[src/rtl/bsr_pkg.sv]
// Shared types and defaults for the bidirectional shift register.
package bsr_pkg;

  typedef enum logic {
    DIR_RIGHT = 1'b0,
    DIR_LEFT  = 1'b1
  } bsr_dir_e;

  localparam int BSR_DEFAULT_WIDTH = 4;

endpackage

[src/rtl/bidirectional_shift_register_if.sv]
// Control and data bundle for the bidirectional shift register.
// Optional feature macro: BSR_PARALLEL_LOAD_EN adds load/load_data.
interface bidirectional_shift_register_if #(
  parameter int WIDTH = bsr_pkg::BSR_DEFAULT_WIDTH
);

  logic             shift;
  logic             direction;
  logic             data_in;
  logic [WIDTH-1:0] data_out;

`ifdef BSR_PARALLEL_LOAD_EN
  logic             load;
  logic [WIDTH-1:0] load_data;

  modport master (
    output shift, direction, data_in, load, load_data,
    input  data_out
  );

  modport slave (
    input  shift, direction, data_in, load, load_data,
    output data_out
  );
`else
  modport master (
    output shift, direction, data_in,
    input  data_out
  );

  modport slave (
    input  shift, direction, data_in,
    output data_out
  );
`endif

endinterface

[src/rtl/bsr_next_state.sv]
// Combinational next-value logic: load (optional) > shift > hold.
// Optional feature macro: BSR_PARALLEL_LOAD_EN.
module bsr_next_state
  import bsr_pkg::*;
#(
  parameter int WIDTH = BSR_DEFAULT_WIDTH
) (
  input  logic [WIDTH-1:0] current,
  input  logic             shift,
  input  bsr_dir_e         direction,
  input  logic             data_in,
`ifdef BSR_PARALLEL_LOAD_EN
  input  logic             load,
  input  logic [WIDTH-1:0] load_data,
`endif
  output logic [WIDTH-1:0] next_value
);

  always_comb begin
    // NOTE: default assignment first so every path drives next_value; no latch.
    next_value = current;
    if (shift) begin
      if (direction == DIR_LEFT) next_value = {current[WIDTH-2:0], data_in};
      else                       next_value = {data_in, current[WIDTH-1:1]};
    end
`ifdef BSR_PARALLEL_LOAD_EN
    // Later assignment wins, so load overrides any shift.
    if (load) next_value = load_data;
`endif
  end

endmodule

[src/rtl/bidirectional_shift_register.sv]
// Serial-in, parallel-out shift register: state register plus synchronous reset mux.
// Optional feature macro: BSR_PARALLEL_LOAD_EN (parallel load port).
module bidirectional_shift_register
  import bsr_pkg::*;
#(
  parameter int               WIDTH       = BSR_DEFAULT_WIDTH,
  parameter logic [WIDTH-1:0] RESET_VALUE = '0
) (
  input logic                          clk,
  input logic                          reset,
  bidirectional_shift_register_if.slave bus
);

  logic [WIDTH-1:0] state_q;
  logic [WIDTH-1:0] state_d;

  bsr_next_state #(
    .WIDTH (WIDTH)
  ) u_next_state (
    .current    (state_q),
    .shift      (bus.shift),
    .direction  (bsr_dir_e'(bus.direction)),
    .data_in    (bus.data_in),
`ifdef BSR_PARALLEL_LOAD_EN
    .load       (bus.load),
    .load_data  (bus.load_data),
`endif
    .next_value (state_d)
  );

  always_ff @(posedge clk) begin
    // NOTE: non-blocking assignment for state so all flops update together.
    if (reset) state_q <= RESET_VALUE;
    else       state_q <= state_d;
  end

  assign bus.data_out = state_q;

endmodule

[src/flat_wrapper.sv]
// flat-port wrapper written by rule: the top's interface ports become plain ports
module bidirectional_shift_register_flat import bsr_pkg::*;
#(
  parameter int               WIDTH       = BSR_DEFAULT_WIDTH,
  parameter logic [WIDTH-1:0] RESET_VALUE = '0
)
  (clk, reset, bus_shift, bus_direction, bus_data_in, bus_data_out);
  bidirectional_shift_register_if #(.WIDTH(WIDTH)) bus_i ();
  input logic clk;
  input logic reset;
  input wire logic [$bits(bus_i.shift)-1:0] bus_shift;
  input wire logic [$bits(bus_i.direction)-1:0] bus_direction;
  input wire logic [$bits(bus_i.data_in)-1:0] bus_data_in;
  output wire logic [$bits(bus_i.data_out)-1:0] bus_data_out;
  assign bus_i.shift = bus_shift;
  assign bus_i.direction = bus_direction;
  assign bus_i.data_in = bus_data_in;
  assign bus_data_out = bus_i.data_out;
  bidirectional_shift_register #(.WIDTH(WIDTH), .RESET_VALUE(RESET_VALUE)) u_core (.clk(clk), .reset(reset), .bus(bus_i));
endmodule
[config.mk]
export PLATFORM = sky130hd
export DESIGN_NAME = bidirectional_shift_register_flat
export DESIGN_NICKNAME = d
export VERILOG_FILES = /design/src/rtl/bsr_pkg.sv /design/src/rtl/bidirectional_shift_register_if.sv /design/src/rtl/bsr_next_state.sv /design/src/rtl/bidirectional_shift_register.sv /design/src/flat_wrapper.sv
export SDC_FILE = /design/constraint.sdc
export NUM_CORES = 1
export LEC_CHECK = 0
export CORE_AREA = 2 2 39 41
export DETAILED_ROUTE_END_ITERATION = 10
export DIE_AREA = 0 0 41 43
export GPL_TIMING_DRIVEN = 0
export PLACE_DENSITY = 0.38
export SYNTH_ARGS = -nofsm -noshare
export SYNTH_HDL_FRONTEND = slang
export SYNTH_HIERARCHICAL = 1
export SYNTH_SLANG_ARGS = --single-unit
export TNS_END_PERCENT = 5
[constraint.sdc]
create_clock -name clk -period 2.1 [get_ports clk]
set_input_delay 0.42 -clock clk [delete_from_list [all_inputs] [get_ports clk]]
set_output_delay 0.42 -clock clk [all_outputs]
set_load 0.02 [all_outputs]
# Yosys cells after proc, flatten, opt, wreduce, memory -nomap -nowiden
# Index checks and enable logic that the tools add are counted.
[word_totals] out_inout_bits=4 mem_bits_ro=0 latch_bits=0 word_cells=2 ramBits=0 register_bits=4 mem_count=0 input_bits=5
[op_classes] n_mul=0 n_lt_le_gt_ge=0 n_bitwise=0 n_mux=1 div_mod_pow=0 n_addsub=0 shifts=0 eq_ne=0 reduce_logical=0
[ops] cell="two-way mux 4 bit" n=1

# Depth between registers and ports, before layout
[logic_depth] depth_word=1 ltp_mapped=4

# Cells and area by module
# The synthesis kept the hierarchy.
[by_module_without_submodules] mod="bidirectional_shift_register" cells_per_inst=8 n_inst=1 area_per_inst_um2=105.1
[by_module_without_submodules] mod="bsr_next_state" cells_per_inst=14 n_inst=1 area_per_inst_um2=83.8

# Least setup slack after synthesis
# Ideal clock, no wire load.
[synth_timing] path_type="input to register" from="in bus_direction" to="reg u_core.state_q[2], in the netlist u_core/bus.data_out[2]" stages=4 setup_ns=0.114 arrival_ns=0.933 required_time_ns=1.986 setup_slack_ns=1.054 n_path_buf=1 cell_sequence="clkbuf_2 mux2i_1 a21oi_1 nor2b_1"
[synth_between] elab_chain_cells=1
[synth_rtl] item="start, declared" line_no="flat_wrapper.sv:12" rtl="input wire logic [$bits(bus_i.direction)-1:0] bus_direction;"
[synth_rtl] item="two-way mux 4 bit" line_no="bsr_next_state.sv:23" rtl="if (direction == DIR_LEFT) next_value = {current[WIDTH-2:0], data_in};"
[synth_rtl] item="end signal, assigned" line_no="bidirectional_shift_register.sv:34" rtl="else state_q <= state_d;"
[synth_rtl] item="end, declared" line_no="bidirectional_shift_register.sv:14" rtl="logic [WIDTH-1:0] state_q;"
# Every way passes these cells.
# A chain may end at the register's enable or synchronous reset.

# Final worst setup path
[layout_timing] from="reg u_core.state_q[2], in the netlist u_core/bus.data_out[2]" to="out bus_data_out[2]"
[layout_lines] item="end, declared" line_no="flat_wrapper.sv:14" rtl="output wire logic [$bits(bus_i.data_out)-1:0] bus_data_out;"
# No word-level cell between the ends.

==> qor.yml <==
status: "complete, no violations"
muxShareOfSynthArea_pct: 21.2
finalWorstPathRequiredPeriod_ns: 1.64
filler_cell_count: 159
final_antenna_net_count: 0
cts_h_tree_depth: 1
period_share_pct: 78.1
crit_path_dat_ns: 1.22
final-hold-violation-count: 0
drt-pass1-iter-count: 1
clock_insertion_delay_worst_skew_ns: 0.23
timing.critical_path.cells: "clkdlybuf4s50_1"
finalSetupTns_ns: 0
max_slew_margin_pct: 81.3
required_ns: 1.68
power.ir.vdd_worst_v: 0.000143
route.detailed.drc: 0
cts.sinks: 4
synth_top_family_by_area: "multiplexers"
finish.net_count: 38
cellPowerDensity_nw_per_um2: 755
number_of_global_route_vias_before_repair: 158
slew_viol_final: 0
dr.first_iter.drc_count: 0
worstPathBufferInverterCount: 1
cts.clk_slew.worst_paths_ns: 0.03
grt_first_pass_wirelength_um: 552
syn-num-nets: 27
vias_per_cell: 3.62
cts_root_buf: "sky130_fd_sc_hd__clkbuf_4"
path_delay_family: "buffers and inverters"
crit_fanout: 4
final_util_pct: 21.1
max-clock-path-buffers: 2
die_area_um2: 1760
yosys.area_share.simple_pct: 21.2
grt-ovfl-total: 0
yosysSeqAreaShare_pct: 42.4
netlist_area_um2: 189
synth.area.top_cells: "sky130_fd_sc_hd__dfxtp_1, sky130_fd_sc_hd__mux2i_1, sky130_fd_sc_hd__nor2b_1"
synthesis.instances: 22
core_um2: 1380
actual_slew_at_the_worst_max_slew_pin_ns: 0.281
synth_adder_area_share_pct: 0
layout-area-overhead-vs-synth_pct: 54.3
insertedDiodeCount: 0
grt_max_degree: 9
cp_slowest_cell: "sky130_fd_sc_hd__clkdlybuf4s50_1"
initial_antenna_violation_count: 0
synth_top_area_share_pct: 42.4
postCtsSetupRepairBufs: 0
number_of_port_buffers: 6
share_of_the_synthesized_netlist_area_taken_by_xor_and_xnor_gates_pct: 0
syn-mean-instance-area_um2: 8.59
yosysTopAreaCell: "sky130_fd_sc_hd__dfxtp_1"
routed_wirelength_um: 394
maxCapViolCount: 0
rsz_0062_raised_after_global_routing: "false"
fmax_ghz: 0.610
synth-warning-count: 6
cts_tree: "built"
cpPeakStageDelay_ns: 0.62
leakage_nw: 0.121
dieWidth_um: 41
start_util_pct: 13.7
largest_register_ff_count: 4
crit_path_end_kind: "output pin"
cts_resized: 0
synth_seq_cells: 4
synth-compound-area-share_pct: 10.6
synth.distinct_cells: 7
timing_worst_setup_path_type: "flip-flop to output pin"
fin_skew_ns: 0.00290
setup_viol: 0
crit_path_start_kind: "flip-flop"
cts_made_buffers: 3
rows: 14
grt_use_total_pct: 5.42
layout-drive-gt1-share_pct: 12.9
place.gp.congestion: 0.550
boundaryPins: 9
hold_class: "flip-flop to flip-flop"
vias: 170
chipHeight_um: 43
hold_buffers: 0
wl_per_cell_um: 8.38
## power breakdown
| group | switching [mW] | total, mW | leakage [nW] | internal, mW |
|---|---|---|---|---|
| combinational | 0.0188 | 0.0412 | 0.0737 | 0.0224 |
| clock | 0.0290 | 0.0928 | 0.0138 | 0.0638 |
| sequential | 0.00428 | 0.0861 | 0.0331 | 0.0818 |
## path summary, 6_finish.rpt
kind                          startpoint                      to  slack (ns)  cells after the start
setup / recovery  u_core/bus.data_out[2]         bus_data_out[2]        0.46                      1
setup reg to reg  u_core/bus.data_out[1]  u_core/bus.data_out[0]        1.29                      3
hold reg to reg   u_core/bus.data_out[3]  u_core/bus.data_out[3]        0.62                      3
hold / removal    u_core/bus.data_out[3]  u_core/bus.data_out[3]        0.62                      3
## cell type report
class / count / area, µm² / area share, %
flip-flops and latches: 4 / 80.1 / 27.5
multi-input cells: 16 / 100 / 34.3
repair buffers: 6 / 60.1 / 20.6
well taps: 16 / 20.0 / 6.87
clock buffers: 3 / 22.5 / 7.73
plain buffers: 2 / 8.76 / 3.00
## tightest hold or removal path, cell delays in order, from the launching register on
cell and delay [ns]:
sky130_fd_sc_hd__dfxtp_1 0.31, sky130_fd_sc_hd__nor2_1 0.10, sky130_fd_sc_hd__a21oi_1 0.05, sky130_fd_sc_hd__nor2b_1 0.12
## cells in the mapped netlist
library cell               count
sky130_fd_sc_hd__a21oi_1       4
sky130_fd_sc_hd__buf_1         1
sky130_fd_sc_hd__clkbuf_2      1
sky130_fd_sc_hd__dfxtp_1       4
sky130_fd_sc_hd__mux2i_1       4
sky130_fd_sc_hd__nor2_1        4
sky130_fd_sc_hd__nor2b_1       4
## per-stage QoR
stage	instances	hold slack [ns]	setup slack [ns]	power [mW]	area, µm²
global placement	44	0.613	0.700	0.129	269
global route	47	0.641	0.399	0.230	292
detailed placement	44	0.616	0.687	0.129	269
CTS	47	0.622	0.436	0.226	292
finish	47	0.623	0.460	0.220	292
floorplan	22	0.492	1.05	0.111	189
## cell families after synthesis
group,after synthesis
AOI/OAI and AO/OA,4
buffers and inverters,2
DFF,4
muxes,4
and+or+nand+nor,8
## routing by layer
layer,share of wire (%),track usage (%),vias up
met4,0,8.00,0
met5,0,0,-
met1,32,4.50,73
met2,49,6.25,7
li1,-,-,90
met3,18,4.19,0
## cells in the final DEF (no fill, tap or decap)
cell / synthesis / layout
sky130_fd_sc_hd__clkbuf_2: 1 / 1
sky130_fd_sc_hd__mux2i_1: 4 / 4
sky130_fd_sc_hd__clkdlybuf4s50_1: 0 / 6
sky130_fd_sc_hd__nor2_1: 4 / 4
sky130_fd_sc_hd__nor2b_1: 4 / 4
sky130_fd_sc_hd__clkbuf_4: 0 / 3
sky130_fd_sc_hd__buf_1: 1 / 1
sky130_fd_sc_hd__a21oi_1: 4 / 4
sky130_fd_sc_hd__dfxtp_1: 4 / 4
Note: power is estimated with default switching activity, not from simulation.
==> variant, RTL diff (same settings) <==
Change the package constant `BSR_DEFAULT_WIDTH` from 4 to 5.
--- a/src/rtl/bsr_pkg.sv
+++ b/src/rtl/bsr_pkg.sv
@@ -8,3 +8,3 @@
 
-  localparam int BSR_DEFAULT_WIDTH = 4;
+  localparam int BSR_DEFAULT_WIDTH = 5;
 
Ports: changed (resized bus_data_out); port bits go from 9 to 10. No check against the original RTL was run, so the function may have changed too.
==> variant against the original RTL <==
Routed wire length rose by 26%; synthesized area grew 28%; critical path type unchanged; final cell count up 15%; sequential cell count is 1 higher; total power up 21%; setup slack lost 0.030 ns; cell area increased by 23%; largest cell class unchanged; fmax fell by 1.8%; critical endpoint unchanged; clock power rose by 16%.
==> variant: results <==
metrics = {
    "logic_synthesis": {
        "synth_area_leaders": "dfxtp_1, mux2i_1, nor2b_1, a21oi_1, nor2_1",
        "yosysSeqAreaShare_pct": 41.5,
        "synth_common_cells": "a21oi_1, dfxtp_1, mux2i_1, nor2_1, nor2b_1",
        "synth_nets": 32,
    },
    "final_layout": {
        "largest_reg_flops": 5,
        "finalNetCount": 44,
        "drive_above_1_share_pct": 13.2,
        "fillers": 151,
    },
    "status": {
        "status": "finished, final reports clean",
    },
    "setup_path": {
        "critical_path.max_stage_delay_ns": 0.64,
        "arrival_ns": 1.25,
        "cp_max_fo": 4,
    },
    "global_route": {
        "use_met3_pct": 5.24,
        "grt_first_pass_wirelength_microns": 765,
        "grt_usage_pct": 7.24,
        "use_met1_pct": 8.06,
        "grt_pass1_vias": 195,
        "grt_max_degree": 11,
        "grt_use_met2_pct": 7.81,
    },
    "power_and_ir_drop": {
        "leakagePower_nw": 0.150,
        "irDropWorstVdd_mv": 0.282,
        "p_int_mw": 0.202,
    },
    "detailed_routing": {
        "firstDrtPassIters": 2,
        "drt_iter0_markers": 2,
        "drt_wl_total_microns": 495,
    },
    "clock_network": {
        "clk_pin_slew_worst_paths_ns": 0.04,
        "cts_buffer_depth": 2,
    },
    "timing": {
        "worst_slew_pin_slew_ns": 0.236,
    },
    "placement": {
        "port_buffers": 7,
        "gp_congestion": 0.646,
    },
}
[variant: cell count changes after synthesis, sizes merged]
| cell | change |
|---|---|
| nor2b | +1 |
| nor2 | +1 |
| mux2i | +1 |
| dfxtp | +1 |
| a21oi | +1 |
[variant: area by class of cell]
| type | instances | share of cell area [%] |
|---|---|---|
| Multi-Input combinational cell | 20 | 35.0 |
| Sequential cell | 5 | 28.0 |
| Timing Repair Buffer | 7 | 19.6 |
| Clock buffer | 4 | 7.34 |
| Tap cell | 16 | 5.59 |
| Buffer | 2 | 4.55 |
[variant: path summary, 6_finish.rpt]
| kind | from | endpoint | slack, ns | cells after the start |
|---|---|---|---|---|
| max | u_core/bus.data_out[2] | bus_data_out[2] | 0.43 | 1 |
| min | u_core/bus.data_out[0] | u_core/bus.data_out[0] | 0.60 | 3 |
| max reg2reg | u_core/bus.data_out[3] | u_core/bus.data_out[4] | 1.30 | 3 |
| min reg2reg | u_core/bus.data_out[0] | u_core/bus.data_out[0] | 0.60 | 3 |
[variant: kinds of logic (layout without fill, tap and decap cells)]
group | count (synthesis) | in the layout | synth area share [%]
simple gates | 10 | 10 | 20.7
compound gates | 5 | 5 | 10.4
mux | 5 | 5 | 20.7
flops | 5 | 5 | 41.5
buf+inv | 2 | 13 | 6.73
[variant: layer usage]
metal	part of all wire (%)	wire, microns	vias to the layer above
li1	-	-	112
met1	45	224	84
met2	43	214	7
met3	11	56	0
met4	0	0	0
met5	0	0	-
[variant: power by group through the flow]
stage                     Clock, mW  Combinational, mW  Sequential (mW)
final                         0.108             0.0517            0.108
after global routing          0.120             0.0564            0.109
after CTS                     0.116             0.0522            0.108
after detailed placement          0             0.0519            0.110
after global placement            0             0.0521            0.109
after floorplan                   0             0.0232            0.117
[variant: through the flow]
stage,util (%),instances,area [sq um],hold slack (ns),setup slack (ns)
2_1_floorplan,-,27,241,0.492,1.12
3_3_place_gp,24.0,50,332,0.593,0.687
3_5_place_dp,24.0,50,332,0.602,0.691
4_1_cts,25.9,54,358,0.598,0.416
5_1_grt,25.9,54,358,0.630,0.380
6_report,25.9,54,358,0.604,0.430
